[src/rtl/setup_stream_fifo.sv]
// setup_stream_fifo: elastic buffer between frame_driver and the transform stage.
// Holds transform_setup_t beats in order, presents a registered first-word-fall-through
// head, keeps a per-frame triangle count and raises frame_drained when a fully fed
// frame has left the buffer.
// Optional build macro SETUP_FIFO_STATS_EN adds the sticky overflow flag and the
// per-frame high_water occupancy mark.

package setup_stream_fifo_pkg;

    typedef struct packed {
        logic [15:0] x;
        logic [15:0] y;
        logic [15:0] z;
    } vertex_t;

    typedef struct packed {
        vertex_t v0;
        vertex_t v1;
        vertex_t v2;
    } triangle_t;

    typedef struct packed {
        logic      camera_transform_valid;
        logic      model_transform_valid;
        triangle_t triangle;
    } transform_setup_t;

    localparam int SETUP_W = $bits(transform_setup_t);
    // model_transform_valid sits directly above the triangle payload
    localparam int MODEL_BIT = $bits(triangle_t);

endpackage

module setup_stream_fifo
    import setup_stream_fifo_pkg::*;
#(
    parameter int DEPTH     = 16,
    parameter int CNT_W     = $clog2(DEPTH) + 1,
    parameter int TRI_CNT_W = 16
) (
    input  logic                 clk,
    input  logic                 rst,
    input  logic                 in_valid,
    output logic                 in_ready,
    input  logic [SETUP_W-1:0]   in_data,
    output logic                 out_valid,
    input  logic                 out_ready,
    output logic [SETUP_W-1:0]   out_data,
    input  logic                 frame_feed_done,
    input  logic                 frame_start_render,
    output logic                 frame_drained,
    output logic [TRI_CNT_W-1:0] frame_tri_count,
    output logic [CNT_W-1:0]     occupancy
`ifdef SETUP_FIFO_STATS_EN
    ,
    output logic                 overflow,
    output logic [CNT_W-1:0]     high_water
`endif
);

    localparam int AW = $clog2(DEPTH);
    localparam logic [CNT_W-1:0]     FULL_CNT  = CNT_W'(DEPTH);
    localparam logic [CNT_W-1:0]     READY_MAX = CNT_W'(DEPTH - 2);
    localparam logic [CNT_W-1:0]     CNT_ONE   = CNT_W'(1);
    localparam logic [TRI_CNT_W-1:0] TRI_ONE   = TRI_CNT_W'(1);

    if (DEPTH < 4 || (DEPTH & (DEPTH - 1)) != 0) begin : g_depth_check
        $error("setup_stream_fifo: DEPTH must be a power of two and at least 4");
    end

    logic [SETUP_W-1:0]   mem [DEPTH];

    // Pointers carry one extra wrap bit so full and empty are distinguishable.
    logic [CNT_W-1:0]     wr_ptr_q, wr_ptr_d;
    logic [CNT_W-1:0]     rd_ptr_q, rd_ptr_d;
    logic                 in_ready_q, in_ready_d;
    logic                 out_valid_q, out_valid_d;
    logic [SETUP_W-1:0]   out_data_q, out_data_d;
    logic [TRI_CNT_W-1:0] tri_cnt_q, tri_cnt_d;
    logic                 drained_q, drained_d;

    logic [CNT_W-1:0]     occ;
    logic [CNT_W-1:0]     occ_d;
    logic [CNT_W-1:0]     avail;
    logic                 push;
    logic                 pop;
    logic                 count_pop;

    // Occupancy includes the entry currently presented at the head.
    always_comb begin
        occ = wr_ptr_q - rd_ptr_q;
    end

    // Push/pop decisions, pointer update and head-stage refill.
    always_comb begin
        push     = in_valid && (occ != FULL_CNT);
        pop      = out_valid_q && out_ready;
        wr_ptr_d = wr_ptr_q + (push ? CNT_ONE : '0);
        rd_ptr_d = rd_ptr_q + (pop ? CNT_ONE : '0);
        occ_d    = wr_ptr_d - rd_ptr_d;
        // Entries written before this edge that remain after the pop; a beat
        // being written this edge is not yet readable.
        avail    = occ - (pop ? CNT_ONE : '0);

        // Headroom of two covers the beat already in flight from the producer.
        in_ready_d = (occ_d <= READY_MAX);

        out_valid_d = out_valid_q;
        out_data_d  = out_data_q;
        if (!out_valid_q || pop) begin
            if (avail != '0) begin
                out_valid_d = 1'b1;
                out_data_d  = mem[rd_ptr_d[AW-1:0]];
            end else begin
                out_valid_d = 1'b0;
            end
        end
    end

    // Frame accounting: count model beats as they leave, report drained frames.
    always_comb begin
        count_pop = pop && out_data_q[MODEL_BIT];

        tri_cnt_d = tri_cnt_q;
        if (frame_start_render) begin
            // A beat popped on the frame boundary belongs to the new frame.
            tri_cnt_d = count_pop ? TRI_ONE : '0;
        end else if (count_pop && (tri_cnt_q != '1)) begin
            tri_cnt_d = tri_cnt_q + TRI_ONE;
        end

        drained_d = frame_feed_done && (occ == '0) && !out_valid_q
                    && !push && !frame_start_render;
    end

    // Storage array write port; contents need no reset since pointers gate reads.
    always_ff @(posedge clk) begin
        if (push) begin
            mem[wr_ptr_q[AW-1:0]] <= in_data;
        end
    end

    // State registers.
    always_ff @(posedge clk or negedge rst) begin
        if (!rst) begin
            wr_ptr_q    <= '0;
            rd_ptr_q    <= '0;
            in_ready_q  <= 1'b0;
            out_valid_q <= 1'b0;
            out_data_q  <= '0;
            tri_cnt_q   <= '0;
            drained_q   <= 1'b0;
        end else begin
            wr_ptr_q    <= wr_ptr_d;
            rd_ptr_q    <= rd_ptr_d;
            in_ready_q  <= in_ready_d;
            out_valid_q <= out_valid_d;
            out_data_q  <= out_data_d;
            tri_cnt_q   <= tri_cnt_d;
            drained_q   <= drained_d;
        end
    end

    assign in_ready        = in_ready_q;
    assign out_valid       = out_valid_q;
    assign out_data        = out_data_q;
    assign frame_drained   = drained_q;
    assign frame_tri_count = tri_cnt_q;
    assign occupancy       = occ;

`ifdef SETUP_FIFO_STATS_EN
    logic             overflow_q, overflow_d;
    logic [CNT_W-1:0] high_water_q, high_water_d;

    // Sticky overflow and per-frame peak occupancy.
    always_comb begin
        overflow_d   = overflow_q || (in_valid && (occ == FULL_CNT));
        high_water_d = high_water_q;
        if (frame_start_render) begin
            high_water_d = occ;
        end else if (occ_d > high_water_q) begin
            high_water_d = occ_d;
        end
    end

    // Statistics registers.
    always_ff @(posedge clk or negedge rst) begin
        if (!rst) begin
            overflow_q   <= 1'b0;
            high_water_q <= '0;
        end else begin
            overflow_q   <= overflow_d;
            high_water_q <= high_water_d;
        end
    end

    assign overflow   = overflow_q;
    assign high_water = high_water_q;
`endif

endmodule
[config.mk]
export PLATFORM = sky130hd
export DESIGN_NAME = setup_stream_fifo
export DESIGN_NICKNAME = d
export VERILOG_FILES = /design/src/rtl/setup_stream_fifo.sv
export SDC_FILE = /design/constraint.sdc
export NUM_CORES = 2
export LEC_CHECK = 0
export BUFFER_PORTS_ARGS = -buffer_cell sky130_fd_sc_hd__buf_2
export CAP_MARGIN = 10
export CELL_PAD_IN_SITES_DETAIL_PLACEMENT = 0
export CELL_PAD_IN_SITES_GLOBAL_PLACEMENT = 2
export CORE_ASPECT_RATIO = 1.25
export CORE_MARGIN = 4
export CORE_UTILIZATION = 40
export DETAILED_ROUTE_END_ITERATION = 10
export PLACE_DENSITY_LB_ADDON = 0.2
export SETUP_SLACK_MARGIN = 0.02
export SLEW_MARGIN = 20
export SYNTH_ARGS = -nofsm -noshare
export SYNTH_HDL_FRONTEND = slang
export SYNTH_SLANG_ARGS = --single-unit
[constraint.sdc]
create_clock -name clk -period 10.3 [get_ports clk]
set_clock_uncertainty 0.1 [all_clocks]
set_input_delay 1.03 -clock clk [delete_from_list [all_inputs] [get_ports clk]]
set_output_delay 1.03 -clock clk [all_outputs]
set_load 0.1 [all_outputs]
==> run summary <==
outcome: complete, no violations
number of I/O pins: 322
Post-synth ARST share: 0.06969
max_cap viols: 0
PwrDens: 341.0 nW/um2
Fill cells: 20077
setup slack at placement: 5.275 ns
Worst-Margin Slew: 1.127 ns
TritonRoute pass-1 iters: 5
Yosys warnings: 0
crit end category: flop
synthesized cell area: 96110 um2
Core ar.: 238200 um2
Hold Crit Class: in2async
Clk Tree Root Cell: clkbuf_16
GP Congestion: 0.7154
Synth Register Bits: 2511
register area share after synthesis: 0.7754
Static Leak: 36.63 nW
Final Critical Period: 4.770 ns
met2 wire length: 125600 um
number of synthesized flops with an enable pin: 2336
pin count of the biggest net entering global routing: 143
CTS tree: done
die area: 248200 um2
CTS Hold Bufs: 0
max incr delay on CP: 0.77 ns
DP HPWL: 115500 um
via count: 46166
slowest library cell on the worst path: buf_4
register area: 74530 um2
Post-Syn Instances: 4530
vias in the first global route: 49122
met3 wire len: 12600 um
Num CTS Buffers: 267
area growth from synthesis to layout: 14.45%
Die X: 446.4 um
final setup fails: 0
DRC errors left: 0
Worst setup SP type: flop
Synthesized Nets: 4698
crit share post-route: 0.4631
IO Port Bufs: 321
TNS Setup: 0 ns
CP top delay family: buffers and inverters
initial DRC count: 3576
crit-path cells: inv_1, ha_1, inv_1, fa_1, a21o_1, a21oi_2, xor2_2, o311ai_1, buf_4, nor2_4, buf_4, buf_12
gr ovfl total: 0
layout cells sized above 1: 0.2950
Max Clock Freq: 209.6 MHz
initial antenna violation count: 62
CTS max path bufs: 4
Num Clock Sinks: 2511
top_reg_cell synth: edfxtp_1
Relative slew margins: 0.2485
clock transition at the registers of the reported paths: 0.06 ns
post-DR wirelength/cell: 29.80 um
Routed Antenna Nets: 0
Buf/Inv on CP: 5
WP data arrival: 5.10 ns
final wirelength: 247600 um
mean post-synth cell area: 21.22 um2
max-slew violations: 0
worst vdd ir: 0.4370 mV
highest routed layer: met5
first-pass GRT wire length: 355400 um
number of setup buffers added after CTS: 0
Via-to-Cell Ratio: 5.556
H-tree depth: 5
RSZ-0062 raised after global routing: false
# nets final: 5125
final hold vios: 0
met1 WL: 103600 um
Die H: 556.0 um
Post-CTS Resized: 0
slack of the critical path: 5.530 ns
Critical Path Fanout Max: 89
Row Count: 200
Initial Utilization: 0.4035
post-synth cell types: 48
Crit Path Class: reg2reg
Clk Latency, worst-skew pair: 0.82 ns
area taken by multi-input logic gates: 20570 um2
Worst EP required: 10.63 ns
Global Route Usage Sum: 0.1990
hold_ws: 0.09129 ns
-- layout by cell type, fill, tap and decap left out, types with 16 or more instances in the layout --
cell,synthesis,layout
diode_2,0,19
buf_12,0,28
clkbuf_1,141,71
buf_2,67,320
mux4_2,584,584
edfxtp_1,2336,2336
dfrtp_1,175,175
buf_4,1,55
clkinv_2,0,38
mux2_4,140,140
and3_1,146,146
a31oi_1,146,146
clkbuf_16,0,271
nor2_4,0,16
clkinv_1,1,42
clkbuf_8,0,19
nand2_1,594,594
inv_1,18,17
-- final timing paths --
path / from / to / slack (ns) / cells past startpoint
max in group asynchronous: rst / out_data[33] / 8.54 / 2
worst max register to register: wr_ptr_q[0] / mem[15][28] / 5.53 / 12
worst min-delay path: rst / out_data[83] / 0.09 / 1
worst max-delay path: wr_ptr_q[0] / mem[15][28] / 5.53 / 12
min in group clk: out_data[128] / out_data[128] / 0.41 / 1
worst min register to register: out_data[128] / out_data[128] / 0.41 / 1
-- routing by layer --
layer,up-vias,GRT usage
met1,25302,0.2617
met4,38,0.05100
met5,-,0
li1,19379,-
met3,403,0.03768
met2,1044,0.3416
-- cells in the mapped netlist, types with 2 or more instances --
| cell type | n | area [um2] |
|---|---|---|
| a211oi_1 | 2 | 15.01 |
| a21o_1 | 4 | 30.03 |
| a21oi_1 | 8 | 40.04 |
| a31oi_1 | 146 | 913.4 |
| and2_1 | 2 | 12.51 |
| and3_1 | 146 | 913.4 |
| buf_1 | 24 | 90.09 |
| buf_2 | 67 | 335.3 |
| buf_6 | 14 | 157.7 |
| clkbuf_1 | 141 | 529.3 |
| dfrtp_1 | 175 | 4379 |
| edfxtp_1 | 2336 | 70150 |
| fa_1 | 2 | 40.04 |
| ha_1 | 14 | 175.2 |
| inv_1 | 18 | 67.56 |
| mux2_2 | 6 | 67.56 |
| mux2_4 | 140 | 2102 |
| mux4_2 | 584 | 13150 |
| nand2_1 | 594 | 2230 |
| nand3_1 | 11 | 55.05 |
| nand3b_1 | 3 | 22.52 |
| nand4_1 | 3 | 18.77 |
| nor2_1 | 27 | 101.4 |
| nor3_1 | 4 | 20.02 |
| nor4_1 | 6 | 37.54 |
| o311ai_0 | 5 | 43.79 |
| o31ai_1 | 4 | 30.03 |
| or4_1 | 4 | 30.03 |
| xnor2_1 | 16 | 140.1 |
| xor2_1 | 6 | 52.55 |
-- report_power, final --
group          switching, mW  leakage, nW  total [mW]  internal, mW
clock network           3.86         4.03        9.15          5.29
logic                   9.43         9.38        15.1          5.69
registers              0.503         23.2        13.2          12.7
total                   13.8         36.6        37.5          23.7
-- cell families (layout without fill, tap and decap cells) --
| kind of cell | count (synthesis) | in the layout | synth area share |
|---|---|---|---|
| multiplexers | 731 | 731 | 0.1595 |
| buffers and inverters | 267 | 896 | 0.01243 |
| AO/OA/AOI/OAI | 175 | 175 | 0.01170 |
| XOR/XNOR | 24 | 24 | 0.002421 |
| other | 0 | 19 | 0 |
| adder cells (fa/ha/maj) | 16 | 16 | 0.002239 |
| flip-flops | 2511 | 2511 | 0.7754 |
| AND/OR/NAND/NOR | 806 | 806 | 0.03628 |
-- flip-flops by register name, summed over array words and instances, names as in the netlist --
name and cells:
wr_ptr_q 5, frame_tri_count 16, rd_ptr_q 5, out_data 146, mem 2336, in_ready 1
frame_drained 1, out_valid 1
-- through the flow --
stage	cells	util	instance area (um2)	total power, mW
after floorplan	4530	-	96110	24.85
after global placement	7818	0.4269	101700	28.91
after detailed placement	7819	0.4270	101700	28.96
after CTS	8290	0.4615	110000	38.20
after global routing	8298	0.4616	110000	39.43
final	8309	0.4617	110000	37.51
-- cell type report --
type	instances	share of cell area
clock inverter	110	0.008349
tap	3131	0.03561
inverter	20	0.0008190
clock buffer	361	0.06645
sequential	2511	0.6775
multi-input combinational	1752	0.1870
timing repair buffer	405	0.02380
antenna	19	0.0004322
Power figures use the tool's default switching activity.
